<file path="src/rtl/fifo_sync_prog.sv">
// Single-clock FIFO on inferred RAM: programmable prog_full/prog_empty, flush, NORMAL or FWFT read port.
// Latency: flags and data_count update on the edge after an access; NORMAL dout 1 cycle after rd_en; FWFT head 1 cycle after write.
// Backpressure: writes while full and reads while empty are dropped and reported one cycle later by overflow/underflow.
module fifo_sync_prog #(
   parameter int               DSIZE             = 8,
   parameter int               ASIZE             = 4,
   parameter string            MODE              = "NORMAL",
   parameter int               PROG_FULL_THRESH  = 2**(ASIZE-1),
   parameter int               PROG_EMPTY_THRESH = 2**(ASIZE-1),
   parameter logic [DSIZE-1:0] DOUT_RESET        = '0
) (
   input  logic             clk,
   input  logic             rst,
   input  logic             flush,
   input  logic [DSIZE-1:0] din,
   input  logic             wr_en,
   output logic             full,
   output logic             prog_full,
   output logic             overflow,
   input  logic             rd_en,
   output logic [DSIZE-1:0] dout,
   output logic             empty,
   output logic             prog_empty,
   output logic             underflow,
   output logic [ASIZE:0]   data_count
);

   localparam int              DEPTH   = 2**ASIZE;
   localparam int              CW      = ASIZE + 1;
   localparam logic [CW-1:0]   DEPTH_C = CW'(DEPTH);
   localparam logic [CW-1:0]   PF_C    = CW'(PROG_FULL_THRESH);
   localparam logic [CW-1:0]   PE_C    = CW'(PROG_EMPTY_THRESH);
   localparam logic [CW-1:0]   CNT_ONE = CW'(1);
   localparam logic [ASIZE-1:0] PTR_ONE = ASIZE'(1);
   localparam bit              IS_FWFT = (MODE == "FWFT");

   // Parameter legality is checked at elaboration so a bad instance never builds.
   if (MODE != "NORMAL" && MODE != "FWFT") begin : g_bad_mode
      $error("fifo_sync_prog: MODE must be \"NORMAL\" or \"FWFT\"");
   end
   if (DSIZE < 1 || ASIZE < 1) begin : g_bad_size
      $error("fifo_sync_prog: DSIZE and ASIZE must be at least 1");
   end
   if (PROG_FULL_THRESH < 1 || PROG_FULL_THRESH > DEPTH) begin : g_bad_pf
      $error("fifo_sync_prog: PROG_FULL_THRESH must be in 1..DEPTH");
   end
   if (PROG_EMPTY_THRESH < 0 || PROG_EMPTY_THRESH > DEPTH-1) begin : g_bad_pe
      $error("fifo_sync_prog: PROG_EMPTY_THRESH must be in 0..DEPTH-1");
   end

   logic [DSIZE-1:0] mem [DEPTH];
   logic [ASIZE-1:0] wr_ptr;
   logic [ASIZE-1:0] rd_ptr;
   logic [CW-1:0]    count;
   logic [CW-1:0]    count_next;
   logic             wr_acc;
   logic             rd_acc;

   // Accept decisions use this cycle's registered flags; flush wins over both requests.
   assign wr_acc = wr_en & ~full  & ~flush;
   assign rd_acc = rd_en & ~empty & ~flush;

   // Occupancy after this edge; a simultaneous accepted read and write cancel out.
   always_comb begin
      count_next = count;
      if (wr_acc && !rd_acc) begin
         count_next = count + CNT_ONE;
      end else if (rd_acc && !wr_acc) begin
         count_next = count - CNT_ONE;
      end
   end

   // Read/write pointers; they wrap DEPTH-1 -> 0 through natural overflow of ASIZE bits.
   always_ff @(posedge clk or posedge rst) begin
      if (rst) begin
         wr_ptr <= '0;
         rd_ptr <= '0;
      end else if (flush) begin
         wr_ptr <= '0;
         rd_ptr <= '0;
      end else begin
         if (wr_acc) begin
            wr_ptr <= wr_ptr + PTR_ONE;
         end
         if (rd_acc) begin
            rd_ptr <= rd_ptr + PTR_ONE;
         end
      end
   end

   // The count register is the only occupancy source; every level flag is registered from count_next.
   always_ff @(posedge clk or posedge rst) begin
      if (rst) begin
         count      <= '0;
         full       <= 1'b0;
         empty      <= 1'b1;
         prog_full  <= 1'b0;
         prog_empty <= 1'b1;
      end else if (flush) begin
         count      <= '0;
         full       <= 1'b0;
         empty      <= 1'b1;
         prog_full  <= 1'b0;
         prog_empty <= 1'b1;
      end else begin
         count      <= count_next;
         full       <= (count_next == DEPTH_C);
         empty      <= (count_next == '0);
         prog_full  <= (count_next >= PF_C);
         prog_empty <= (count_next <= PE_C);
      end
   end

   // Rejected-access pulses: one cycle, raised regardless of what the other port did.
   always_ff @(posedge clk or posedge rst) begin
      if (rst) begin
         overflow  <= 1'b0;
         underflow <= 1'b0;
      end else if (flush) begin
         overflow  <= 1'b0;
         underflow <= 1'b0;
      end else begin
         overflow  <= wr_en & full;
         underflow <= rd_en & empty;
      end
   end

   assign data_count = count;

   // Storage array; left unreset so it maps onto plain RAM. Stale words are unreachable once pointers clear.
   always_ff @(posedge clk) begin
      if (wr_acc) begin
         mem[wr_ptr] <= din;
      end
   end

   if (IS_FWFT) begin : g_fwft
      // Head word is presented combinationally; meaningless but stable while empty.
      assign dout = mem[rd_ptr];
   end else begin : g_normal
      logic [DSIZE-1:0] dout_q;

      // Registered read port: loads on an accepted read, otherwise holds the last word.
      always_ff @(posedge clk or posedge rst) begin
         if (rst) begin
            dout_q <= DOUT_RESET;
         end else if (flush) begin
            dout_q <= DOUT_RESET;
         end else if (rd_acc) begin
            dout_q <= mem[rd_ptr];
         end
      end

      assign dout = dout_q;
   end

endmodule

</file>
<file path="config.mk">
export PLATFORM = sky130hd
export DESIGN_NAME = fifo_sync_prog
export DESIGN_NICKNAME = d
export VERILOG_FILES = /design/src/rtl/fifo_sync_prog.sv
export SDC_FILE = /design/constraint.sdc
export NUM_CORES = 1
export LEC_CHECK = 0
export ABC_AREA = 0
export CELL_PAD_IN_SITES_DETAIL_PLACEMENT = 0
export CELL_PAD_IN_SITES_GLOBAL_PLACEMENT = 2
export CORE_UTILIZATION = 40
export DETAILED_ROUTE_END_ITERATION = 10
export PLACE_DENSITY_LB_ADDON = 0.1
export SLEW_MARGIN = 10
export SYNTH_ARGS = -nofsm -noshare
export SYNTH_HDL_FRONTEND = slang
export SYNTH_SLANG_ARGS = --single-unit
</file>
<file path="constraint.sdc">
create_clock -name clk -period 4.2 [get_ports clk]
set_clock_uncertainty 0.05 [all_clocks]
set_input_delay 0.42 -clock clk [delete_from_list [all_inputs] [get_ports clk]]
set_output_delay 0.42 -clock clk [all_outputs]
set_load 0.05 [all_outputs]
</file>
Word-level counts from Yosys, hierarchy flattened:

Memory sizes are Yosys's and may differ from the RTL's.
Cells that the tools add are included.

* multiplexer cells: 17
* reduce and logical (&&, ||, !) cells: 7
* eq/ne operators: 1
* bitwise logic cells: 9
* magnitude comparators: 2
* add/subtract/negate cells: 4

Operators by type and width (number)
* 4-bit two-way mux: 4
* 8-bit two-way mux: 2
* 5-bit two-way mux: 3
* 4-bit by 1-bit adder with 4-bit output (second input constant): 2
* 1-bit two-way mux: 8
* 1-bit bitwise AND: 6
* 5-bit by 1-bit adder with 5-bit output (second input constant): 1
* 5-bit == test (second input constant): 1
* 5-bit by 4-bit greater-or-equal comparator with 1-bit output (second input constant): 1
* 5-bit by 4-bit <= comparator with 1-bit output (second input constant): 1
* 5-bit logical NOT: 1
* 5-bit by 1-bit subtractor with 5-bit output (second input constant): 1
* 2-bit nonzero test: 2
* 1-bit NOT: 3
* 1-bit logical AND: 2
* 1-bit logical NOT: 2

* output and inout bits: 19
* register bits: 27
* input bits: 13
* memories kept: 1
* bits in writable memories: 128
* word-level logic and storage cells: 51

Memory list
* mem: words 16, width 8, rd ports 1, clocked after memory_dff 0, write ports 1, line 51 `logic [DSIZE-1:0] mem [DEPTH];`

Longest topological paths before layout:

* depth in word-level cells: 9
* gate-level depth with buffers: 7
* depth with buffers taken out: 7

Worst setup path after synthesis:

OpenSTA, ideal clock, no wires.

* kind: reg2reg
* start point: register count[0] (netlist: data_count[0])
* end point: register empty
* slack: 2.110 ns
* required time: 4.088 ns
* clock period less this slack: 2.090 ns
* cell stages (with the launch flop): 7
* path buffers: 0
* arrival time: 1.978 ns
* library setup time: 0.062 ns
* cells stage by stage: dfrtp_1 -> inv_1 -> ha_1 -> and3_4 -> or3_1 -> a22oi_2 -> a41o_1

* longest elaborated chain between the ends: 5
* elaborated cells between the ends (all ways): 6
* classes of those cells: add/sub (2); mux (3); reduce/logical (1)

Ends and longest elaborated chain
* start, declared: line 54 `logic [CW-1:0] count;`
* start signal, assigned: line 106 `count <= count_next;`
* 5-bit by 1-bit subtractor with 5-bit output: line 69 `count_next = count - CNT_ONE;`
* 5-bit two-way mux: line 68 `end else if (rd_acc && !wr_acc) begin`
* 5-bit two-way mux (*): line 66 `if (wr_acc && !rd_acc) begin`
* 5-bit logical NOT (*): line 108 `empty <= (count_next == '0);`
* 1-bit two-way mux (*): line 99 `end else if (flush) begin`
* end signal, assigned: line 108
* end, declared: line 22 `output logic empty,`

Mark *: on every way between the ends. The rest lies on a longest branch, timed or not.
A chain may end at the register's enable or synchronous reset.

Worst setup path in the final report:

* start point: input port wr_en
* end point: memory mem[1][7], enable pin

* longest elaborated chain between the ends: 4

Ends and longest elaborated chain
* start, declared: line 16 `input logic wr_en,`
* 1-bit bitwise AND (2 in series): line 60 `assign wr_acc = wr_en & ~full & ~flush;`
* 1-bit two-way mux: line 132 `if (wr_acc) begin`
* 1-bit two-way mux (not written as such): line 133 `mem[wr_ptr] <= din;`
* end, declared: line 51

Every way passes these cells.

==> impl_metrics.csv <==
group,metric,value,unit
outcome,outcome,"completed",
worst_setup_path,crit-reg2reg-capture,"dout[3]",
synthesis,netlist_area,0.00635,mm2
synthesis,synth_edf_count,128,
flow_run,cap_violations,0,
synthesis,synth.avg_cell_area,17.9,um2
cells_and_area,finalNonFillerCells,613,
clock_tree,cts_tree,"yes",
cells_and_area,seq_area,0.00452,mm2
detailed_routing,first_iter_violations,198,
die,dieHeight,128,um
die,io-pin-count,32,
power_and_ir_drop,total_power,3.48,mW
worst_setup_path,crit_path_start_kind,"primary input",
clock_tree,hold_buffers,0,
place,hpwlAfterDp,8750,um
worst_setup_path,crit_type,"in2reg",
detailed_routing,wl_per_cell,21.7,um
worst_setup_path,reg2reg_from,"rd_ptr[1]",
worst_setup_path,ff2ff_setup_slack,1.93,ns
timing,grt_setup_unrepaired,"false",
clock_tree,cts-root-buf,"clkbuf_16",
timing,setup_viol,0,
place,dp_cells,581,
die,start_util,41.3,%
worst_setup_path,crit_end,"mem[1][7]",
worst_setup_path,r2r_cells,5,
cells_and_area,area_growth,16.4,%
synthesis,synth_cell_types,40,
min_path,hp-class,"in2async",
cells_and_area,multi_input_area,0.00168,mm2
die,rows,45,
detailed_routing,vias_per_cell,5.23,
worst_setup_path,cp-end-kind,"flip-flop",
global_routing,antenna_found_initial,0,
worst_setup_path,worstPathArrival,2.34,ns
cells_and_area,layout-drive-gt1-share,16.4,%
detailed_routing,drtPass1Iterations,4,
detailed_routing,drc,0,
global_routing,grt_pass1_vias,3302,
cells_and_area,nets,409,
cells_and_area,antenna_cells,0,
power_and_ir_drop,ir_drop,0.000307,V
clock_tree,htreeDepth,4,
power_and_ir_drop,p_leak,2.52,nW
die,die_w,128,um
cells_and_area,nFillCells,1324,
global_routing,grt_pass1_wl,20500,um
place,place.gp.congestion,0.731,
synthesis,ys_seq_area_share,71.2,%
timing,drv_slew,0,
global_routing,track_usage,18.3,%
power_and_ir_drop,p_per_area,470,mW/mm2
synthesis,yosys_warnings,0,
synthesis,synth_ff_type,"edfxtp_1",
synthesis,synthArstFlopShare,17.4,%
detailed_routing,via_count,3209,
timing,finalCriticalPeriod,2.31,ns
timing,finalHoldViolCount,0,
global_routing,grt_overflow,0,
timing,setup_tns,0,ns
worst_setup_path,cp-startpoint,"wr_en",
clock_tree,clk_pin_slew,0.07,ns
die,core,0.0154,mm2
detailed_routing,finalWirelength,13300,um
timing,period_share,55.0,%
place,portBuffers,31,
clock_tree,clock-sinks,155,
detailed_routing,drtAntennaViolNets,0,
synthesis,synthCells,354,
timing,fmax,0.433,GHz
synthesis,synth-seq-cells,155,
timing,hold_slack,0.371,ns
timing,worst_pin_slew,1.02,ns
clock_tree,insertion_delay,0.42,ns
timing,slew_headroom,31.8,%
die,die-area,0.0164,mm2
clock_tree,clk_path_buf_depth,2,
synthesis,syn_nets,374,
worst_setup_path,cp_data_required_time,4.23,ns
clock_tree,ctsResizeCount,0,
global_routing,grt_max_degree,36,
clock_tree,post-cts-setup-buffer-count,0,
clock_tree,numCtsBuffers,17,
worst_setup_path,critPathMaxFanout,8,
## layer usage
metal  wire length [um]  share of wire (%)  up-vias  track usage, %
met2               6390                 48       64            27.8
met3                507                3.8       13            4.67
met5                  0                  0        -               0
met1               6200                 47     1656            25.2
li1                   -                  -     1476               -
met4                212                1.6        0            7.75
## cell usage after synthesis (2+ instances only)
master / instances / area, um2
and2_1: 17 / 106
o211ai_1: 2 / 15.0
mux4_2: 19 / 428
nand2_1: 11 / 41.3
xor2_1: 4 / 35.0
a22oi_1: 16 / 120
nor2_1: 22 / 82.6
mux4_1: 13 / 342
dfstp_2: 2 / 52.6
a21o_1: 2 / 15.0
o21ai_0: 4 / 20.0
buf_2: 4 / 20.0
edfxtp_1: 128 / 3840
inv_1: 7 / 26.3
nor3b_2: 2 / 25.0
xnor2_1: 4 / 35.0
nor2b_1: 3 / 18.8
dfrtp_1: 25 / 626
buf_1: 2 / 7.51
a21oi_1: 21 / 105
and3_1: 7 / 43.8
ha_1: 7 / 87.6
clkbuf_1: 7 / 26.3
nand4_1: 5 / 31.3
buf_6: 5 / 56.3
## sequential cells by signal (all words and copies together), names as in the netlist
name,flops
overflow,1
mem,128
rd_ptr,4
full,1
prog_full,1
dout,8
data_count,5
empty,1
prog_empty,1
wr_ptr,4
underflow,1
## critical path, stage by stage
cell	delay, ns
clkdlybuf4s50_1	0.56
nor3b_2	0.54
nor3b_1	0.38
and2_1	0.43
## report_power, final
part           leakage (nW)  internal (mW)  switching (mW)
Sequential             1.51           1.70          0.0259
Combinational         0.735          0.131           0.200
Clock                 0.271          0.777           0.648
Total                  2.52           2.60           0.874
## layout by cell type, fill, tap and decap left out, drive strengths merged, types with 3 or more instances in the layout
cell type      netlist  final
a22oi               17     17
xor2                 4      4
xnor2                4      4
mux4                32     32
nor2b                3      3
buf                 12      4
nand4                5      5
nor3b                3      3
nor2                22     22
edfxtp             128    128
clkbuf               7     17
and2                17     17
o21ai                4      4
nand2               11     11
a21oi               21     21
clkdlybuf4s50        0     31
ha                   7      7
inv                  7     15
clkinv               0      5
and3                 8      8
dfrtp               25     25
## cell type report
class                   count  share of cell area [%]
clock buffers              17                    5.75
clock inverters            15                    1.74
inverters                   7                   0.355
multi-input cells         173                    22.8
flip-flops and latches    155                    61.2
well taps                 211                    3.57
repair buffers             35                    4.60
## metrics by stage
stage | area, um2 | util [%] | setup WS, ns
6_report | 7390 | 48.1 | 1.89
5_1_grt | 7390 | 48.1 | 1.75
4_1_cts | 7390 | 48.1 | 1.88
3_5_place_dp | 6840 | 44.5 | 1.43
3_3_place_gp | 6840 | 44.5 | 1.46
2_1_floorplan | 6350 | - | 2.11
## cells by family after synthesis
group / synth area share (%)
adders and majority gates: 1.38
AOI/OAI and AO/OA: 5.08
and+or+nand+nor: 6.82
DFF: 71.2
buffers and inverters: 2.27
muxes: 12.1
xor gates and xnor gates: 1.10
## worst min path at each step
| stage | end | from |
|---|---|---|
| 2_1_floorplan | data_count[0] | rst |
| 3_3_place_gp | dout[6] | dout[6] |
| 3_5_place_dp | dout[6] | dout[6] |
| 4_1_cts | dout[6] | dout[6] |
| 5_1_grt | data_count[2] | rst |
| 6_report | data_count[2] | rst |
(Power assumes the default switching activity.)
